## src/rtl/product_accumulator_if.sv

```systemverilog
// Handshake bundle between the product stream, the accumulator and its result consumer.
// The master side drives products and consumes sums; the slave side is the accumulator.
interface product_accumulator_if #(
  parameter int ACC_W = 12
) ();
  logic             in_valid;
  logic [7:0]       in_data;
  logic             in_ready;
  logic             out_valid;
  logic             out_ready;
  logic [ACC_W-1:0] out_sum;
  logic             out_ovf;

  modport master (
    output in_valid, in_data, out_ready,
    input  in_ready, out_valid, out_sum, out_ovf
  );

  modport slave (
    input  in_valid, in_data, out_ready,
    output in_ready, out_valid, out_sum, out_ovf
  );
endinterface

```

## src/rtl/product_accumulator.sv

```systemverilog
// Sums BLOCK_LEN unsigned 8-bit products per block and holds the result with a
// sticky overflow flag until the consumer takes it.
module product_accumulator #(
  parameter int BLOCK_LEN = 4,
  parameter int ACC_W     = 12
) (
  input  logic                   clk,
  input  logic                   rst,
  input  logic                   start,
  output logic                   busy,
  product_accumulator_if.slave   bus
);

  typedef enum logic [1:0] {
    IDLE = 2'd0,
    ACC  = 2'd1,
    HOLD = 2'd2
  } state_e;

  localparam logic [3:0] LAST_CNT = 4'(BLOCK_LEN - 1);

  state_e           state_q, state_d;
  logic [ACC_W-1:0] acc_q, acc_d;
  logic [3:0]       cnt_q, cnt_d;
  logic             ovf_q, ovf_d;

  // One spare bit on top of the accumulator captures the carry out.
  logic [ACC_W:0]   sum_ext;
  assign sum_ext = {1'b0, acc_q} + {{(ACC_W-7){1'b0}}, bus.in_data};

  always_comb begin
    // NOTE: every next-state signal gets its hold value first so no path infers a latch.
    state_d = state_q;
    acc_d   = acc_q;
    cnt_d   = cnt_q;
    ovf_d   = ovf_q;

    case (state_q)
      IDLE: begin
        if (start) begin
          state_d = ACC;
          acc_d   = '0;
          cnt_d   = '0;
          ovf_d   = 1'b0;
        end
      end

      ACC: begin
        if (bus.in_valid) begin
          acc_d = sum_ext[ACC_W-1:0];
          ovf_d = ovf_q | sum_ext[ACC_W];
          cnt_d = cnt_q + 4'd1;
          if (cnt_q == LAST_CNT) begin
            state_d = HOLD;
          end
        end
      end

      HOLD: begin
        if (bus.out_ready) begin
          if (start) begin
            state_d = ACC;
            acc_d   = '0;
            cnt_d   = '0;
            ovf_d   = 1'b0;
          end else begin
            state_d = IDLE;
          end
        end
      end

      default: state_d = IDLE;
    endcase
  end

  // NOTE: state uses non-blocking assignments so every register samples pre-edge values.
  always_ff @(posedge clk) begin
    if (rst) begin
      state_q <= IDLE;
      acc_q   <= '0;
      cnt_q   <= '0;
      ovf_q   <= 1'b0;
    end else begin
      state_q <= state_d;
      acc_q   <= acc_d;
      cnt_q   <= cnt_d;
      ovf_q   <= ovf_d;
    end
  end

  // Outputs come only from registers and the state decode.
  assign bus.in_ready  = (state_q == ACC);
  assign bus.out_valid = (state_q == HOLD);
  assign bus.out_sum   = acc_q;
  assign bus.out_ovf   = ovf_q;
  assign busy          = (state_q != IDLE);

endmodule

```

## src/flat_wrapper.sv

```systemverilog
// flat-port wrapper written by rule: the top's interface ports become plain ports
module product_accumulator_flat 
#(
  parameter int BLOCK_LEN = 4,
  parameter int ACC_W     = 12
)
  (clk, rst, start, busy, bus_in_valid, bus_in_data, bus_out_ready, bus_in_ready, bus_out_valid, bus_out_sum, bus_out_ovf);
  product_accumulator_if #(.ACC_W(ACC_W)) bus_i ();
  input  logic clk;
  input  logic rst;
  input  logic start;
  output logic busy;
  input wire logic [$bits(bus_i.in_valid)-1:0] bus_in_valid;
  input wire logic [$bits(bus_i.in_data)-1:0] bus_in_data;
  input wire logic [$bits(bus_i.out_ready)-1:0] bus_out_ready;
  output wire logic [$bits(bus_i.in_ready)-1:0] bus_in_ready;
  output wire logic [$bits(bus_i.out_valid)-1:0] bus_out_valid;
  output wire logic [$bits(bus_i.out_sum)-1:0] bus_out_sum;
  output wire logic [$bits(bus_i.out_ovf)-1:0] bus_out_ovf;
  assign bus_i.in_valid = bus_in_valid;
  assign bus_i.in_data = bus_in_data;
  assign bus_i.out_ready = bus_out_ready;
  assign bus_in_ready = bus_i.in_ready;
  assign bus_out_valid = bus_i.out_valid;
  assign bus_out_sum = bus_i.out_sum;
  assign bus_out_ovf = bus_i.out_ovf;
  product_accumulator #(.BLOCK_LEN(BLOCK_LEN), .ACC_W(ACC_W)) u_core (.clk(clk), .rst(rst), .start(start), .busy(busy), .bus(bus_i));
endmodule
```

## config.mk

```make
export PLATFORM = sky130hd
export DESIGN_NAME = product_accumulator_flat
export DESIGN_NICKNAME = d
export VERILOG_FILES = /design/src/rtl/product_accumulator_if.sv /design/src/rtl/product_accumulator.sv /design/src/flat_wrapper.sv
export SDC_FILE = /design/constraint.sdc
export NUM_CORES = 1
export LEC_CHECK = 0
export CAP_MARGIN = 15
export CORE_MARGIN = 5
export CORE_UTILIZATION = 45
export DETAILED_ROUTE_END_ITERATION = 8
export DONT_BUFFER_PORTS = 1
export MAX_ROUTING_LAYER = met4
export SLEW_MARGIN = 25
export SYNTH_ARGS = -nofsm -noshare
export SYNTH_HDL_FRONTEND = slang
export SYNTH_SLANG_ARGS = --single-unit
```

## constraint.sdc

```tcl
create_clock -name clk -period 2.55 [get_ports clk]
set_input_delay 0.51 -clock clk [delete_from_list [all_inputs] [get_ports clk]]
set_output_delay 0.51 -clock clk [all_outputs]
set_load 0.05 [all_outputs]
```

---- Word-level counts from Yosys, hierarchy flattened ----
Index checks and enable logic that the tools add are counted.
word-level totals
  register bits ........................... 19
  input bits .............................. 13
  output and inout bits ................... 16
  logic and storage cells ................. 37
cells by class
  $add $sub $neg .......................... 2
  eq/ne operators ......................... 7
  muxes and demuxes ....................... 18
  bitwise gates (word level) .............. 1
  reduce and logical (&&, ||, !) cells .... 5
operators with widths
  operator                                                count
  two-way mux 12 bit                                      3
  one-hot mux 12 bit (3 select lines)                     1
  adder 12 x 8 -> 13 bit                                  1
  two-way mux 4 bit                                       3
  one-hot mux 4 bit (3 select lines)                      1
  two-way mux 2 bit                                       4
  inequality test 2 bit (second input constant)           3
  one-hot mux 2 bit (3 select lines)                      1
  adder 4 x 1 -> 4 bit (second input constant)            1
  equality test 4 x 2 -> 1 bit (second input constant)    1
  two-way mux 1 bit                                       4
  AND reduction 4 bit                                     1
  one-hot mux 1 bit (3 select lines)                      1
  AND reduction 3 bit                                     1
  nonzero test 3 bit                                      1
  equality test 2 x 1 -> 1 bit (second input constant)    1
  equality test 2 bit (second input constant)             1
  zero test 2 bit                                         1
  inequality test 2 x 1 -> 1 bit (second input constant)  1
  nonzero test 2 bit                                      1
  bitwise OR 1 bit                                        1

---- Depth between registers and ports, before layout ----
Gate-level depths: netlist of the first run.
  depth after elaboration ................. 4
  depth in mapped cells ................... 7
  mapped depth without buffers ............ 7

---- Worst setup path before layout of the first run ----
Ideal clock, no wire load.
  path type ............................... register -> register
  start point ............................. reg u_core.acc_q[1], in the netlist u_core.bus.out_sum[1]
  end point ............................... reg u_core.acc_q[11], in the netlist u_core.bus.out_sum[11]
  setup time .............................. 0.070 ns
  arrival time ............................ 2.164 ns
  data required time ...................... 2.480 ns
  slack ................................... 0.316 ns
  stages on the path, launching flop included .. 7
  buffers on the path ..................... 0
  clock period less this slack ............ 2.234 ns
  path through ............................ dfxtp_1 ha_1 a211oi_1 nor3_1 a2111oi_1 o21ai_0 a21oi_1
on the way
  cells in the longest elaborated chain, start to end .. 3
ends and longest elaborated chain
  what                                 line                       text
  start, declared                      product_accumulator.sv:23  logic [ACC_W-1:0] acc_q, acc_d;
  start signal, assigned               product_accumulator.sv:80  acc_q <= '0;
  start signal, assigned               product_accumulator.sv:85  acc_q <= acc_d;
  adder 12 x 8 -> 13 bit               product_accumulator.sv:29  assign sum_ext = {1'b0, acc_q} + {{(ACC_W-7){1'b0}}, bus.in_data};
  two-way mux 12 bit                   product_accumulator.sv:49  if (bus.in_valid) begin
  one-hot mux 12 bit (3 select lines)  product_accumulator.sv:38  case (state_q)
No other way between the ends. The select of a mux whose other input is x is not followed.
A chain may end at the register's enable or synchronous reset.

---- Worst setup path after layout of the first run ----
Ends and elaborated chain as after synthesis.

==> key figures, run 1 <==
Outcome
  – Outcome: completed

Timing
  – Min cycle time layout: 2.10 ns
  – RSZ-0062 raised after global routing: no
  – Final Hold Viols: 0
  – Skew final: 0.00533 ns
  – Pins Over Slew Limit: 0
  – Slew headroom: 45.4%
  – Setup violations, final: 0
  – Final Cycle Share: 82.4%
  – Setup TNS: 0 ns
  – Worst-Margin Slew: 0.820 ns
  – Fmax: 0.476 GHz

Synth
  – Yosys synthesis warning count: 0
  – Synth Cell Area: 1140 µm²
  – Register bit count reported by yosys: 19
  – Synth top area share: 33.3%
  – Post-Syn Instances: 131
  – Commonest register cell after synthesis: dfxtp_1
  – Unique masters post-synth: 37
  – Post-synth EDFFs: 0
  – Yosys top cell by area: dfxtp_1
  – Async set or reset register ratio after synthesis: 0%
  – Count leader, synth: dfxtp_1
  – Syn_area_per_cell: 8.73 µm²
  – Post-synth top cells: dfxtp_1, nor2_1, a21oi_1
  – Sequential fraction of the synthesis area: 33.3%
  – Top cells by area, synth: dfxtp_1, ha_1, a21oi_1
  – Mapped Nets: 154

Setup path
  – WP data required: 2.78 ns
  – Crit path capture type: flop
  – Worst reg2reg startpoint: u_core.bus.out_sum[1]
  – Crit path DAT: 2.33 ns
  – WS Path Type: reg -> reg
  – CP Max Fanout: 4
  – Launch point of the worst path: u_core.bus.out_sum[1]
  – Worst setup SP type: flop

Routing
  – Residual DRC: 0
  – Via/cell ratio: 5.87
  – Drt pass-1 iters: 3
  – Antenna Violating Nets Remaining: 0
  – Total wire length: 2.54 mm
  – WL/cell: 14.9 µm
  – First DRT Iteration DRCs: 53
  – Via count: 1003

Cells and area
  – ANT cells: 0
  – Area grow syn2layout: 9.63%
  – Nets: 165
  – Final Instance Area: 1250 µm²
  – Core Util, Final: 51.1%
  – Layout cells sized above 1: 12.8%

GRT
  – Global-route wire length before repair: 4.28 mm
  – GR Layer Usage met2: 26.5%
  – Vias in the first global route: 989
  – Total track usage: 16.2%
  – Largest net degree at the start of global routing: 21
  – GR Util met1: 18.3%
  – Grt total ovfl: 0
  – Met3 Resource Use GR: 5.11%
  – Initial antenna violation count: 0
  – Busiest grt layer: met2

Placement
  – DP Area: 1230 µm²
  – Post-DP HPWL: 1.97 mm
  – IO Port Bufs: 0
  – RePlAce Congestion: 0.704

CTS
  – Total CTS buffers: 3
  – CTS Buffer Depth: 2
  – Gates resized, CTS repair: 0
  – CTS HTree Levels: 1
  – Clk_lat worst skew: 0.30 ns
  – CTS root buffer: clkbuf_4
  – Hold bufs inserted after CTS: 0
  – Clk sinks: 19
  – Buffer count from post-CTS setup fixing: 0
  – Clock Pin Slew Worst Setup and Hold Paths: 0.11 ns
  – CTS tree: yes

Floorplanning
  – Core area: 2450 µm²
  – DIE AREA: 3650 µm²
  – Rows: 18
  – Chip Height: 60.4 µm
  – I/O pin cnt: 29
  – Initial Util: 46.6%
  – Die W: 60.4 µm

Min path
  – Worst Hold Class: in -> reg
  – Min-Delay Startpoint: rst

Power
  – VDD IR max: 0.000272 V
  – Power Dens Cells: 467 nW/µm²
  – Leakage Power: 0.490 nW

Job
  – Max_cap viols: 0
## layout make-up
class | count | area (µm²)
fillers | 251 | 1200
multi-input cells | 107 | 727
flip-flops and latches | 19 | 380
repair buffers | 11 | 82.6
well taps | 30 | 37.5
clock buffers | 4 | 26.3
## final timing paths
check                      endpoint  slack (ns)  cells past startpoint
max          u_core.bus.out_sum[11]        0.45                      6
min           u_core.bus.out_sum[4]        0.26                      1
max reg2reg  u_core.bus.out_sum[11]        0.45                      6
min reg2reg         u_core.cnt_q[3]        0.51                      2
## worst max-delay path: stages, from the launching register on
cell       delay [ns]
dfxtp_1          0.33
ha_1             0.31
a211oi_1         0.28
nor3_1           0.12
a2111oi_1        0.67
o21ai_0          0.19
a21oi_1          0.15
## sequential cells by signal, summed over array words and instances (netlist names)
| signal | flops |
|---|---|
| u_core.bus.out_ovf | 1 |
| u_core.bus.out_sum | 12 |
| u_core.cnt_q | 4 |
| u_core.state_q | 2 |
## kinds of logic (layout without fill, tap and decap cells)
kind of cell | Yosys count | in the layout | synth area share, %
AND/OR/NAND/NOR | 53 | 53 | 25.9
AO/OA/AOI/OAI | 39 | 39 | 22.2
flip-flops | 19 | 19 | 33.3
adder cells (fa/ha/maj) | 10 | 10 | 11.6
XOR/XNOR | 5 | 5 | 3.83
buffers and inverters | 5 | 15 | 3.17
## power by group
part	internal, mW	switching [mW]
Combinational	0.0422	0.0790
Clock	0.0609	0.0934
Sequential	0.304	0.00611
Total	0.407	0.178
## cells in the final DEF, fill, tap and decap left out, drive strengths merged, types with 3 or more instances in the layout
cell    synthesis  routed
nand2           9       9
nor3            3       3
a21oi          13      13
nor2           13      13
clkbuf          1       4
o211ai          3       3
xor2            3       3
nand3           4       4
nand3b          4       4
a22oi           5       5
buf             4      11
or4             3       3
o21ai           6       6
and2b           3       3
or3             6       6
dfxtp          19      19
o31ai           3       3
ha              9       9
## routing by layer
| layer | up-vias | wire length, µm |
|---|---|---|
| li1 | 512 | - |
| met1 | 468 | 1160 |
| met2 | 19 | 1190 |
| met3 | 4 | 162 |
| met4 | 0 | 30 |
| met5 | - | 0 |
## stage by stage
step	total power, mW	worst slack [ns]	hold slack [ns]	cells
detailed placement	0.439	0.289	0.499	167
floorplan	0.419	0.316	0.458	131
global placement	0.436	0.344	0.477	167
CTS	0.596	0.430	0.247	171
finish	0.586	0.448	0.264	171
global route	0.621	0.247	0.238	171
Note: power is estimated with default switching activity, not from simulation.
==> run 2, diff against run 1 <==
==> constraint.sdc (replaced) <==
create_clock -name clk -period 1.8 [get_ports clk]
set_input_delay 0.36 -clock clk [delete_from_list [all_inputs] [get_ports clk]]
set_output_delay 0.36 -clock clk [all_outputs]
set_load 0.05 [all_outputs]
==> run 2 against run 1 <==
Clock-buffer cell count shrank 1. Flip-flop and latch count unchanged. Clock skew is 0.0013 ns higher. Worst hold slack lost 0.16 ns. Wire length is 10% higher. Combinational power increased by 100%. Largest power group unchanged.
==> key figures, run 2 (synthesis gave the netlist of run 1 again) <==
Setup path
  – Worst setup SP type: flop (unchanged)
  – CP Buf/Inv Count: 1 (was 0)
  – Crit-path slowest cell: or4_1 (was a2111oi_1)
  – WP data required: 2.04 ns (was 2.78 ns)
  – WS Path Type: reg -> reg (unchanged)
  – CP Cell Sequence: ha_4 > buf_4 > a211oi_1 > nor2_2 > a2111oi_4 > or4_1 > a21oi_2 (was ha_1 > a211oi_1 > nor3_1 > a2111oi_1 > o21ai_0 > a21oi_1)
  – Worst path depth: 7 (was 6)
  – CP delay by family, top: simple AND/OR/NAND/NOR gates (was compound AO/OA/AOI/OAI gates)
  – Largest stage delay on the critical path: 0.50 ns (was 0.67 ns)
  – CP Max Fanout: 4 (unchanged)
  – Crit path capture type: flop (unchanged)
  – Crit path DAT: 2.03 ns (was 2.33 ns)
  – Reg-to-reg slack, setup: 0.009 ns (was 0.45 ns)
  – Reg-to-Reg End: u_core.bus.out_sum[9] (was u_core.bus.out_sum[11])
  – Worst R2R Path Depth: 7 (was 6)
  – Launch point of the worst path: u_core.bus.out_sum[4] (was u_core.bus.out_sum[1])
  – Worst reg2reg startpoint: u_core.bus.out_sum[4] (was u_core.bus.out_sum[1])

Cells and area
  – Layout cells sized above 1: 40.8% (was 12.8%)
  – ANT cells: 0 (unchanged)
  – Most common cell after layout, fill and taps aside: buf_4 (was dfxtp_1)
  – Max reg flops: 12 (unchanged)
  – Core Util, Final: 65.2% (was 51.1%)
  – Nets: 181 (was 165)
  – Most frequent cells in the layout: buf_4, nor2_1, dfxtp_1, a21oi_1, nand2_1 (was dfxtp_1, nor2_1, a21oi_1, buf_4)
  – Area grow syn2layout: 39.9% (was 9.63%)

Floorplanning
  – Chip Height: 60.4 µm (unchanged)
  – Initial Util: 46.6% (unchanged)
  – Die W: 60.4 µm (unchanged)
  – DIE AREA: 3650 µm² (unchanged)
  – I/O pin cnt: 29 (unchanged)
  – Core area: 2450 µm² (unchanged)
  – Rows: 18 (unchanged)

CTS
  – Clk_lat worst skew: 0.30 ns (about the same)
  – CTS HTree Levels: 1 (unchanged)
  – Clk sinks: 19 (unchanged)
  – Total CTS buffers: 3 (unchanged)
  – CTS tree: yes (unchanged)
  – Hold bufs inserted after CTS: 0 (unchanged)
  – CTS Buffer Depth: 2 (unchanged)
  – CTS root buffer: clkbuf_4 (unchanged)
  – Clock Pin Slew Worst Setup and Hold Paths: 0.12 ns (was 0.11 ns)

Routing
  – Total wire length: 2.81 mm (was 2.54 mm)
  – First DRT Iteration DRCs: 51 (was 53)
  – Residual DRC: 0 (unchanged)
  – WL/cell: 15.0 µm (was 14.9 µm)
  – Via/cell ratio: 5.71 (was 5.87)
  – Via count: 1068 (was 1003)
  – Antenna Violating Nets Remaining: 0 (unchanged)
  – Drt pass-1 iters: 5 (was 3)

Timing
  – Setup violations, final: 0 (unchanged)
  – Final Cycle Share: 99.5% (was 82.4%)
  – Skew final: 0.00658 ns (was 0.00533 ns)
  – Pins Over Slew Limit: 0 (unchanged)
  – Worst Slack Setup Final: 0.00911 ns (was 0.448 ns)
  – Final Hold Viols: 0 (unchanged)
  – Worst-Margin Slew: 0.561 ns (was 0.820 ns)
  – Fmax: 0.558 GHz (was 0.476 GHz)
  – Min cycle time layout: 1.79 ns (was 2.10 ns)
  – Slew headroom: 62.6% (was 45.4%)
  – RSZ-0062 raised after global routing: yes (was no)
  – Hold slack: 0.106 ns (was 0.264 ns)

GRT
  – Grt total ovfl: 0 (unchanged)
  – Vias in the first global route: 1056 (was 989)
  – Largest net degree at the start of global routing: 20 (was 21)
  – Total track usage: 17.8% (was 16.2%)
  – Global-route wire length before repair: 4.77 mm (was 4.28 mm)
  – Initial antenna violation count: 0 (unchanged)

Min path
  – Min-Delay Startpoint: rst (unchanged)
  – Hold Path Stages: 1 (unchanged)
  – Worst Hold Class: in -> reg (unchanged)
  – Hold Path End: u_core.bus.out_sum[4] (unchanged)

Job
  – Max_cap viols: 0 (unchanged)

Power
  – VDD IR max: 0.000338 V (was 0.000272 V)
  – Power Dens Cells: 567 nW/µm² (was 467 nW/µm²)
  – Total power: 0.908 mW (was 0.586 mW)
  – Leakage Power: 0.602 nW (was 0.490 nW)

Placement
  – Post-DP HPWL: 2.07 mm (was 1.97 mm)
  – IO Port Bufs: 0 (unchanged)
  – Setup slack at placement: -0.117 ns (was 0.289 ns)
  – RePlAce Congestion: 0.802 (was 0.704)

Outcome
  – Outcome: completed (unchanged)
[run 2: cell types whose count changed in the layout (fill, tap and decap cells not counted), sizes merged]
cell    delta
buf       +16
clkbuf     -1
clkinv     +1
[run 2: where the power goes]
group	switching (mW)	internal (mW)
combinational	0.135	0.111
clock	0.140	0.0828
sequential	0.0112	0.427
total	0.286	0.621
[run 2: layout make-up]
type,count,area (µm²)
Clock buffer,3,22.5
Clock inverter,1,5.00
Fill cell,198,855
Multi-Input combinational cell,107,926
Sequential cell,19,403
Tap cell,30,37.5
Timing Repair Buffer,27,206
[run 2: worst max-delay path by stage]
| stage | to |
|---|---|
| after global placement | u_core.bus.out_ovf |
| after CTS | u_core.bus.out_ovf |
| after global routing | u_core.bus.out_sum[9] |
| after floorplan | u_core.bus.out_ovf |
| after detailed placement | u_core.bus.out_ovf |
| final | u_core.bus.out_sum[9] |
[run 2: per-stage QoR]
stage | area (µm²) | std cells | TNS (ns)
after floorplan | 1260 | 131 | -0.0633
after global placement | 1460 | 182 | -0.244
after detailed placement | 1460 | 182 | -0.314
after CTS | 1550 | 185 | 0
after global routing | 1600 | 187 | -0.148
final | 1600 | 187 | 0
[run 2: worst reg2reg max path, delay by kind of cell (launching register included)]
kind	cells	cell delay (ns)
compound gates	3	0.27
fa+ha+maj	1	0.28
buf+inv	1	0.11
flops	1	0.37
simple gates	2	0.70
[run 2: what timing repair did]
action	in CTS	in global routing
setup buffers	0	2
endpoints found under the setup margin	4	6
gates resized for setup	11	8
pin swaps	10	8
[run 2: per-layer routing]
metal	track usage, %	share of wire, %	up-vias
met4	6.50	0.68	0
met2	29.8	50	18
met3	2.98	5.0	2
met1	21.6	44	505
met5	-	0	-
li1	-	-	543
==> run 3, diff against run 2 <==
--- a/config.mk
+++ b/config.mk
@@ -11,6 +11,7 @@
 export DETAILED_ROUTE_END_ITERATION = 8
 export DONT_BUFFER_PORTS = 1
 export MAX_ROUTING_LAYER = met4
+export PLACE_DENSITY_LB_ADDON = 0.3
 export SLEW_MARGIN = 25
 export SYNTH_ARGS = -nofsm -noshare
 export SYNTH_HDL_FRONTEND = slang
==> run 3 against run 2 <==
The flow now finishes with violations (negative setup slack). Clock skew up 0.0017 ns. Via count up 3.9%. Register-to-register slack worse by 0.06 ns. Worst setup slack worse by 0.065 ns. Critical path depth up 1. Wire length up 10%. Non-clock buffer count down 1. Sequential share of layout area up 0.40 points. Maximum frequency down 3.5%. Final cell count down 0.53%. Power down 1.1%. Global-route usage up 0.86 points.
==> key figures, run 3 (synthesis gave the netlist of run 1 again) <==
CTS
  – Clk_lat worst skew: 0.30 ns (about the same)
  – CTS HTree Levels: 1 (unchanged)
  – CTS Buffer Depth: 2 (unchanged)
  – CTS tree: yes (unchanged)
  – Hold bufs inserted after CTS: 0 (unchanged)
  – Clock Pin Slew Worst Setup and Hold Paths: 0.12 ns (about the same)
  – CTS root buffer: clkbuf_4 (unchanged)
  – Total CTS buffers: 3 (unchanged)
  – Clk sinks: 19 (unchanged)

Cells and area
  – Filler cells: 192 (was 198)
  – Most common cell after layout, fill and taps aside: buf_4 (unchanged)
  – Most frequent cells in the layout: buf_4, nor2_1, dfxtp_1, nand2_1, a21oi_1 (was buf_4, nor2_1, dfxtp_1, a21oi_1, nand2_1)
  – Max reg flops: 12 (unchanged)
  – Layout cells sized above 1: 41.0% (was 40.8%)
  – Nets: 180 (was 181)
  – Area grow syn2layout: 37.7% (was 39.9%)
  – Core Util, Final: 64.2% (was 65.2%)
  – ANT cells: 0 (unchanged)

Floorplanning
  – Core area: 2450 µm² (unchanged)
  – Chip Height: 60.4 µm (unchanged)
  – Die W: 60.4 µm (unchanged)
  – I/O pin cnt: 29 (unchanged)
  – Rows: 18 (unchanged)
  – Initial Util: 46.6% (unchanged)
  – DIE AREA: 3650 µm² (unchanged)

Power
  – VDD IR max: 0.000404 V (was 0.000338 V)
  – Clock power frac: 24.9% (was 24.6%)
  – P_int: 0.616 mW (was 0.621 mW)
  – Power Dens Cells: 570 nW/µm² (was 567 nW/µm²)
  – Switch Pwr: 0.282 mW (was 0.286 mW)
  – Total power: 0.898 mW (was 0.908 mW)
  – Switching part of the total: 31.4% (was 31.6%)
  – Leakage Power: 0.594 nW (was 0.602 nW)
  – Sequential power share: 48.9% (was 48.3%)
  – Part of the power in combinational logic: 26.3% (was 27.1%)

Setup path
  – Worst R2R Path Depth: 8 (was 7)
  – Reg-to-reg slack, setup: -0.06 ns (was 0.009 ns)
  – Worst reg2reg startpoint: u_core.bus.out_sum[0] (was u_core.bus.out_sum[4])
  – WS Path Type: reg -> reg (unchanged)
  – Crit-path slowest cell: dfxtp_4 (was or4_1)
  – Crit path capture type: flop (unchanged)
  – WP data required: 2.04 ns (about the same)
  – Crit path DAT: 2.10 ns (was 2.03 ns)
  – CP Cell Sequence: ha_4 > fa_2 > nand3_2 > a21oi_2 > nor4b_2 > buf_4 > o31ai_1 > a21oi_2 (was ha_4 > buf_4 > a211oi_1 > nor2_2 > a2111oi_4 > or4_1 > a21oi_2)
  – Reg-to-Reg End: u_core.bus.out_sum[8] (was u_core.bus.out_sum[9])
  – Largest stage delay on the critical path: 0.37 ns (was 0.50 ns)
  – CP Max Fanout: 4 (unchanged)
  – Critical Path Most Common Cell: a21oi_2
  – Worst setup SP type: flop (unchanged)

Routing
  – WL/cell: 16.6 µm (was 15.0 µm)
  – Residual DRC: 0 (unchanged)
  – Antenna Violating Nets Remaining: 0 (unchanged)
  – Drt pass-1 iters: 4 (was 5)
  – Via/cell ratio: 5.97 (was 5.71)
  – Via count: 1110 (was 1068)
  – First DRT Iteration DRCs: 26 (was 51)
  – Total wire length: 3.10 mm (was 2.81 mm)

GRT
  – Vias in the first global route: 1095 (was 1056)
  – Initial antenna violation count: 0 (unchanged)
  – Global-route wire length before repair: 4.86 mm (was 4.77 mm)
  – Total track usage: 18.7% (was 17.8%)
  – Grt total ovfl: 0 (unchanged)
  – Largest net degree at the start of global routing: 20 (unchanged)

Timing
  – Fmax: 0.539 GHz (was 0.558 GHz)
  – Worst-Margin Slew: 0.564 ns (was 0.561 ns)
  – Hold slack: 0.109 ns (was 0.106 ns)
  – Final Hold Viols: 0 (unchanged)
  – Worst Slack Setup Final: -0.0558 ns (was 0.00911 ns)
  – Min cycle time layout: 1.86 ns (was 1.79 ns)
  – Final Cycle Share: 103% (was 99.5%)
  – Pins Over Slew Limit: 0 (unchanged)
  – Slew headroom: 62.3% (was 62.6%)
  – RSZ-0062 raised after global routing: yes (unchanged)
  – Skew final: 0.00826 ns (was 0.00658 ns)
  – Setup violations, final: 3 (was 0)

Placement
  – Post-DP HPWL: 2.23 mm (was 2.07 mm)
  – Setup slack at placement: -0.0914 ns (was -0.117 ns)
  – IO Port Bufs: 0 (unchanged)
  – RePlAce Congestion: 0.784 (was 0.802)

Min path
  – Min-Delay Startpoint: rst (unchanged)
  – Hold Path Stages: 1 (unchanged)
  – Hold Path End: u_core.bus.out_sum[2] (was u_core.bus.out_sum[4])
  – Worst Hold Class: in -> reg (unchanged)

Outcome
  – Outcome: complete, but fails checks (was completed)
  – Failing checks: negative setup slack

Job
  – Max_cap viols: 0 (unchanged)
==> run 3: changes by cell type in the layout (fill, tap and decap cells not counted), sizes merged <==
cell / previous run / this run
buf: 27 / 26
clkbuf: 3 / 4
clkinv: 1 / 0
==> run 3: routing by layer <==
metal | vias up | GRT usage [%] | part of all wire (%)
met5 | - | - | 0
met4 | 0 | 9.60 | 1.1
met3 | 4 | 4.04 | 4.7
met2 | 27 | 31.6 | 54
met1 | 539 | 20.6 | 40
li1 | 540 | - | -
==> run 3: area by class of cell <==
| type | instances | area (µm²) | share of cell area (%) |
|---|---|---|---|
| repair buffers | 26 | 199 | 12.6 |
| well taps | 30 | 37.5 | 2.38 |
| multi-input cells | 107 | 910 | 57.7 |
| clock buffers | 4 | 26.3 | 1.67 |
| flip-flops and latches | 19 | 403 | 25.6 |
==> run 3: worst max-delay path by stage <==
stage,start,end,slack (ns),cells past startpoint
6_report,u_core.bus.out_sum[0],u_core.bus.out_sum[8],-0.06,8
2_1_floorplan,u_core.bus.out_sum[0],u_core.bus.out_ovf,-0.03,7
3_3_place_gp,u_core.bus.out_sum[1],u_core.bus.out_sum[11],-0.01,6
5_1_grt,u_core.bus.out_sum[0],u_core.bus.out_sum[8],-0.14,8
3_5_place_dp,u_core.bus.out_sum[1],u_core.bus.out_sum[9],-0.09,6
4_1_cts,u_core.bus.out_sum[2],u_core.bus.out_sum[9],-0.002,6
==> run 3: worst max-delay path: cells and delay by family (launching register included) <==
family          cells  cell delay (ns)
compound gates      3             0.30
fa+ha+maj           2             0.52
buf+inv             1             0.19
flops               1             0.37
simple gates        2             0.43
==> run 3: power by group through the flow <==
stage	clock, mW	combinational [mW]	sequential [mW]
3_5_place_dp	0	0.204	0.448
6_report	0.223	0.236	0.439
5_1_grt	0.261	0.253	0.440
4_1_cts	0.233	0.229	0.439
2_1_floorplan	0	0.132	0.473
3_3_place_gp	0	0.198	0.447
==> run 3: stage by stage <==
stage	instances	setup TNS [ns]	instance area (µm²)
2_1_floorplan	131	-0.0633	1260
3_3_place_gp	176	-0.0296	1410
3_5_place_dp	176	-0.234	1410
4_1_cts	184	-0.00180	1550
5_1_grt	186	-0.462	1580
6_report	186	-0.109	1580
==> run 3: repair_timing <==
item	4_1_cts	5_1_grt
endpoints found under the hold margin	0	0
gates resized for setup	14	3
endpoints found under the setup margin	5	6
pin swaps	12	10
buffers inserted	4	2
cloned	0	0
